$ cat config.mk
export PLATFORM = sky130hd
export DESIGN_NAME = dmem_responder
export DESIGN_NICKNAME = d
export VERILOG_FILES = /design/src/rtl/dmem_pkg.sv /design/src/rtl/dmem_ram.sv /design/src/rtl/dmem_responder.sv
export SDC_FILE = /design/constraint.sdc
export NUM_CORES = 2
export LEC_CHECK = 0
export ABC_AREA = 1
export ABC_CLOCK_PERIOD_IN_PS = 2800
export BUFFER_PORTS_ARGS = -buffer_cell sky130_fd_sc_hd__buf_2
export CORE_MARGIN = 2
export CORE_UTILIZATION = 35
export CTS_CLUSTER_SIZE = 10
export DETAILED_ROUTE_END_ITERATION = 6
export HOLD_SLACK_MARGIN = 0.03
export PLACE_DENSITY_LB_ADDON = 0.2
export SYNTH_ARGS = -nofsm -noshare
export SYNTH_HDL_FRONTEND = slang
export SYNTH_SLANG_ARGS = --single-unit
$ cat constraint.sdc
create_clock -name clk -period 2.8 [get_ports clk]
set_input_delay 0 -clock clk [delete_from_list [all_inputs] [get_ports clk]]
set_output_delay 0 -clock clk [all_outputs]
set_load 0.05 [all_outputs]
$ cat src/rtl/dmem_pkg.sv
// Shared decode constants and types for the data-memory responder.
package dmem_pkg;

  localparam logic [31:0] MMIO_BASE_DEFAULT = 32'h0000_1000;

  localparam logic [1:0] OFF_LED    = 2'd0;
  localparam logic [1:0] OFF_CYCLE  = 2'd1;
  localparam logic [1:0] OFF_TOHOST = 2'd2;

  typedef enum logic [1:0] {
    TGT_RAM,
    TGT_MMIO_LED,
    TGT_MMIO_CYCLE,
    TGT_MMIO_TOHOST
  } dmem_target_e;

endpackage

$ cat src/rtl/dmem_ram.sv
// Word-addressed data RAM: asynchronous read, synchronous write, no reset.
module dmem_ram #(
  parameter  int MEM_WORDS = 64,
  localparam int AW        = $clog2(MEM_WORDS)
) (
  input  logic          clk,
  input  logic          we_i,
  input  logic [AW-1:0] addr_i,
  input  logic [31:0]   wdata_i,
  output logic [31:0]   rdata_o
);

  logic [31:0] mem_q [MEM_WORDS];

  always_ff @(posedge clk) begin
    if (we_i) mem_q[addr_i] <= wdata_i;
  end

  assign rdata_o = mem_q[addr_i];

endmodule

$ cat src/rtl/dmem_responder.sv
// Load/store responder for the single-cycle core: RAM plus an MMIO window
// holding the LED register, a free-running cycle counter and TOHOST/halt.
module dmem_responder
  import dmem_pkg::*;
#(
  parameter int          MEM_WORDS = 64,
  parameter logic [31:0] MMIO_BASE = MMIO_BASE_DEFAULT
) (
  input  logic        clk,
  input  logic        reset,
  input  logic        MemWrite,
  input  logic [31:0] DataAdr,
  input  logic [31:0] WriteData,
  output logic [31:0] ReadData,
  output logic [7:0]  Led,
  output logic        Halt,
  output logic [31:0] HaltCode
);

  localparam int AW = $clog2(MEM_WORDS);

  logic [7:0]   led_q, led_d;
  logic         halt_q, halt_d;
  logic [31:0]  code_q, code_d;
  logic [31:0]  cycle_q, cycle_d;
  logic         sel_mmio;
  logic [1:0]   mmio_off;
  dmem_target_e target;
  logic         wr_en;
  logic         ram_we;
  logic [31:0]  ram_rdata;
  logic         unused_byte_bits;

  assign sel_mmio         = (DataAdr[31:4] == MMIO_BASE[31:4]);
  assign mmio_off         = DataAdr[3:2];
  assign wr_en            = MemWrite && !halt_q;
  assign ram_we           = wr_en && !sel_mmio;
  assign unused_byte_bits = ^DataAdr[1:0];

  // Reserved offset decodes to TGT_RAM; sel_mmio keeps it away from the RAM.
  always_comb begin
    target = TGT_RAM;
    if (sel_mmio) begin
      case (mmio_off)
        OFF_LED:    target = TGT_MMIO_LED;
        OFF_CYCLE:  target = TGT_MMIO_CYCLE;
        OFF_TOHOST: target = TGT_MMIO_TOHOST;
        default:    target = TGT_RAM;
      endcase
    end
  end

  always_comb begin
    led_d   = led_q;
    halt_d  = halt_q;
    code_d  = code_q;
    cycle_d = halt_q ? cycle_q : cycle_q + 32'd1;
    if (wr_en) begin
      case (target)
        TGT_MMIO_LED: led_d = WriteData[7:0];
        TGT_MMIO_TOHOST: begin
          if (WriteData != 32'd0) begin
            halt_d = 1'b1;
            code_d = WriteData;
          end
        end
        default: ;
      endcase
    end
  end

  always_ff @(posedge clk or negedge reset) begin
    if (!reset) begin
      led_q   <= 8'd0;
      halt_q  <= 1'b0;
      code_q  <= 32'd0;
      cycle_q <= 32'd0;
    end else begin
      led_q   <= led_d;
      halt_q  <= halt_d;
      code_q  <= code_d;
      cycle_q <= cycle_d;
    end
  end

  dmem_ram #(.MEM_WORDS(MEM_WORDS)) u_ram (
    .clk     (clk),
    .we_i    (ram_we),
    .addr_i  (DataAdr[AW+1:2]),
    .wdata_i (WriteData),
    .rdata_o (ram_rdata)
  );

  always_comb begin
    ReadData = ram_rdata;
    if (sel_mmio) begin
      case (target)
        TGT_MMIO_LED:    ReadData = {24'd0, led_q};
        TGT_MMIO_CYCLE:  ReadData = cycle_q;
        TGT_MMIO_TOHOST: ReadData = code_q;
        default:         ReadData = 32'd0;
      endcase
    end
  end

  assign Led      = led_q;
  assign Halt     = halt_q;
  assign HaltCode = code_q;

endmodule

==> impl_metrics.tcl <==
set metrics [dict create \
    setup_viol 0 \
    root_buffer "clkbuf_16" \
    wl_per_cell_um 22.9 \
    grt_pass1_wl_um 427000 \
    multi_input_area_mm2 0.0255 \
    viasPerCell 4.92 \
    clkTransAtPathRegs_ns 0.06 \
    postSynthAreaPerCell_um2 9.94 \
    die_h_um 513 \
    hp-class "in2reg" \
    slew_headroom 0.268 \
    cts_inserted_buffers 235 \
    fmax_ghz 0.371 \
    drt_first_pass_iters 7 \
    io_buffers 137 \
    final_cell_mix "nand2_1, edfxtp_1, buf_4" \
    synth_cell_types 36 \
    path_buf_inv 1 \
    io_pins 140 \
    async_flop_share 0.0344 \
    seq_area_mm2 0.0633 \
    placedCellCount 12600 \
    overflow 0 \
    start_util 0.352 \
    layout_setup_ws_ns 0.102 \
    grt.total_usage 0.222 \
    drive_above_1_share 0.101 \
    cp_max_fo 1 \
    cp.arrival_ns 2.70 \
    hold_viol 0 \
    final_nets 9583 \
    fp.coreArea_mm2 0.257 \
    path_class "reg2out" \
    yosysSeqAreaShare 0.699 \
    drt_iter0_drc 6442 \
    leakagePower_nw 44.4 \
    synth_ff_type "edfxtp_1" \
    clockBufferDepth 3 \
    ant_nets 0 \
    tightest_slew_ns 1.10 \
    ys_seq_elements 2121 \
    ir_drop_mv 0.579 \
    slowest_delay_ns 0.36 \
    worst_path_max_delay_cell "edfxtp_1" \
    failed_checks "DRC" \
    whs_ns 0.0974 \
    fp-row-count 186 \
    cp-end-kind "output pin" \
    crit_path_cell_trace "nand2_1 -> nand2_1 -> nand2_1 -> nand2_1 -> nand2_1 -> nand2_1 -> nand2_1 -> nand2_1 -> nor2_2 -> nand2_1 -> nand2_1 -> nand2_1 -> buf_12" \
    fillers 24400 \
    vias 63900 \
    power.density_mw_per_mm2 632 \
    startpoint_type "register" \
    grt_max_degree 129 \
    final_cells 13000 \
    antenna_found_initial 19 \
    grt_pass1_vias 60400 \
    hpwl_um 172000 \
    gp_congestion 0.842 \
    fp.dieArea_mm2 0.263 \
    numClockSinks 2121 \
    final_common_cell "nand2_1" \
    post-route-period-util 0.963 \
    syn_inst 9120 \
    cp_data_required_time_ns 2.80 \
    pre_cts_ws_ns -0.0969 \
    cts-htree-levels 4 \
    status "finished with violations" \
    insertion_delay_ns 0.89 \
    final_max_slew_viol_count 0 \
    synth_edf_count 2048 \
    fin_tns_setup_ns 0 \
    die_w_um 513 \
    crit_top_cell "nand2_1" \
    cts_tree "done" \
    period_minus_slack_ns 2.70 \
    syn-num-nets 9190 \
    cp_top_family "simple AND/OR/NAND/NOR gates" \
    drv_cap 0 \
    yosysWarnings 0 \
    drc_errors 1 \
    rsz0062_at_grt "yes" \
    syn2layout_area_growth_pct 17.4 \
    syn_area_mm2 0.0906 \
    drt_wl_total_um 297000 \
    clock_skew_ns 0.0250 \
]
-- logic make-up after synthesis --
kind of cell,count (synthesis),synth area share
flip-flops,2121,0.699
buffers and inverters,572,0.0284
adder cells (fa/ha/maj),3,0.000414
AND/OR/NAND/NOR,6318,0.265
AO/OA/AOI/OAI,77,0.00449
XOR/XNOR,29,0.00280
-- repair_timing --
item | in CTS | in global routing
cloned | 0 | 0
pin swaps | 0 | 2
endpoints found under the hold margin | 1981 | 0
buffers inserted | 0 | 5
hold buffers | 65 | 0
gates resized for setup | 33 | 64
endpoints found under the setup margin | 21 | 30
-- layout make-up --
class | instances | area share
timing repair buffer | 606 | 0.0608
clock inverter | 20 | 0.00219
antenna | 8 | 0.000188
sequential | 2121 | 0.595
multi-input combinational | 6427 | 0.239
tap | 3384 | 0.0398
clock buffer | 291 | 0.0578
inverter | 122 | 0.00452
-- flip-flops by register name, indices dropped and copies added (netlist names) --
register	cells
u_ram.mem_q	2048
Halt	1
cycle_q	32
Led	8
HaltCode	32
-- worst register-to-register path, cell delays in order, from the launching register on --
cell and delay, ns:
dfrtp_1 0.38, inv_2 0.08, nand2_1 0.17, inv_2 0.22
nand4_2 0.18, dlygate4sd3_1 0.61, inv_1 0.20, nand2_1 0.09
nand2_1 0.07, dlygate4sd3_1 0.53
-- path summary, 6_finish.rpt --
path | endpoint | cells after the start | start | slack [ns]
worst max-delay path | ReadData[0] | 13 | u_ram.mem_q[57][0]$_DFFE_PP_ | 0.10
worst min-delay path | HaltCode[2]$_DFFE_PN0P_ | 12 | DataAdr[9] | 0.1
worst max register to register | Led[5]$_DFFE_PN0P_ | 9 | Halt$_DFFE_PN0P_ | 0.21
worst min register to register | cycle_q[31]$_DFFE_PN0N_ | 2 | cycle_q[31]$_DFFE_PN0N_ | 0.48
max in group asynchronous | HaltCode[1]$_DFFE_PN0P_ | 4 | reset | 2.22
min in group asynchronous | cycle_q[20]$_DFFE_PN0N_ | 4 | reset | 0.23
-- report_power, final --
group	internal (mW)	switching, mW
clock network	15.2	12.1
registers	34.8	0
logic	1.38	3.73
total	51.4	15.8
-- synth_stat cells, types with 4 or more instances --
| library cell | count | share of area |
|---|---|---|
| o21ai_0 | 32 | 0.0018 |
| nor3_1 | 16 | 0.00088 |
| nor2_2 | 4 | 0.00028 |
| nand4_1 | 57 | 0.0039 |
| clkbuf_1 | 111 | 0.0046 |
| nand2_1 | 5957 | 0.25 |
| xor2_1 | 26 | 0.0025 |
| inv_2 | 9 | 0.00037 |
| dfrtp_1 | 73 | 0.020 |
| buf_4 | 4 | 0.00033 |
| buf_6 | 4 | 0.00050 |
| buf_1 | 26 | 0.0011 |
| buf_2 | 305 | 0.017 |
| edfxtp_1 | 2048 | 0.68 |
| nor2_1 | 227 | 0.0094 |
| nand3_1 | 38 | 0.0021 |
| o21ai_1 | 36 | 0.0020 |
| inv_1 | 112 | 0.0046 |
| o211ai_1 | 7 | 0.00058 |
-- metal layers --
metal	track usage	routed length, um	vias up
met1	0.304	128000	31100
met2	0.365	140000	2144
met4	0.0747	10300	2
met5	0	13	-
met3	0.0278	18500	411
li1	-	-	30200
-- metrics by stage --
step           utilization  area [um^2]  total power [mW]
3_3_place_gp         0.385        99000              40.4
5_1_grt              0.414       106000              69.2
6_report             0.414       106000              67.2
3_5_place_dp         0.385        99000              40.4
4_1_cts              0.413       106000              67.7
2_1_floorplan            -        90600              37.8
No activity file was read; power rests on OpenSTA's default activity.
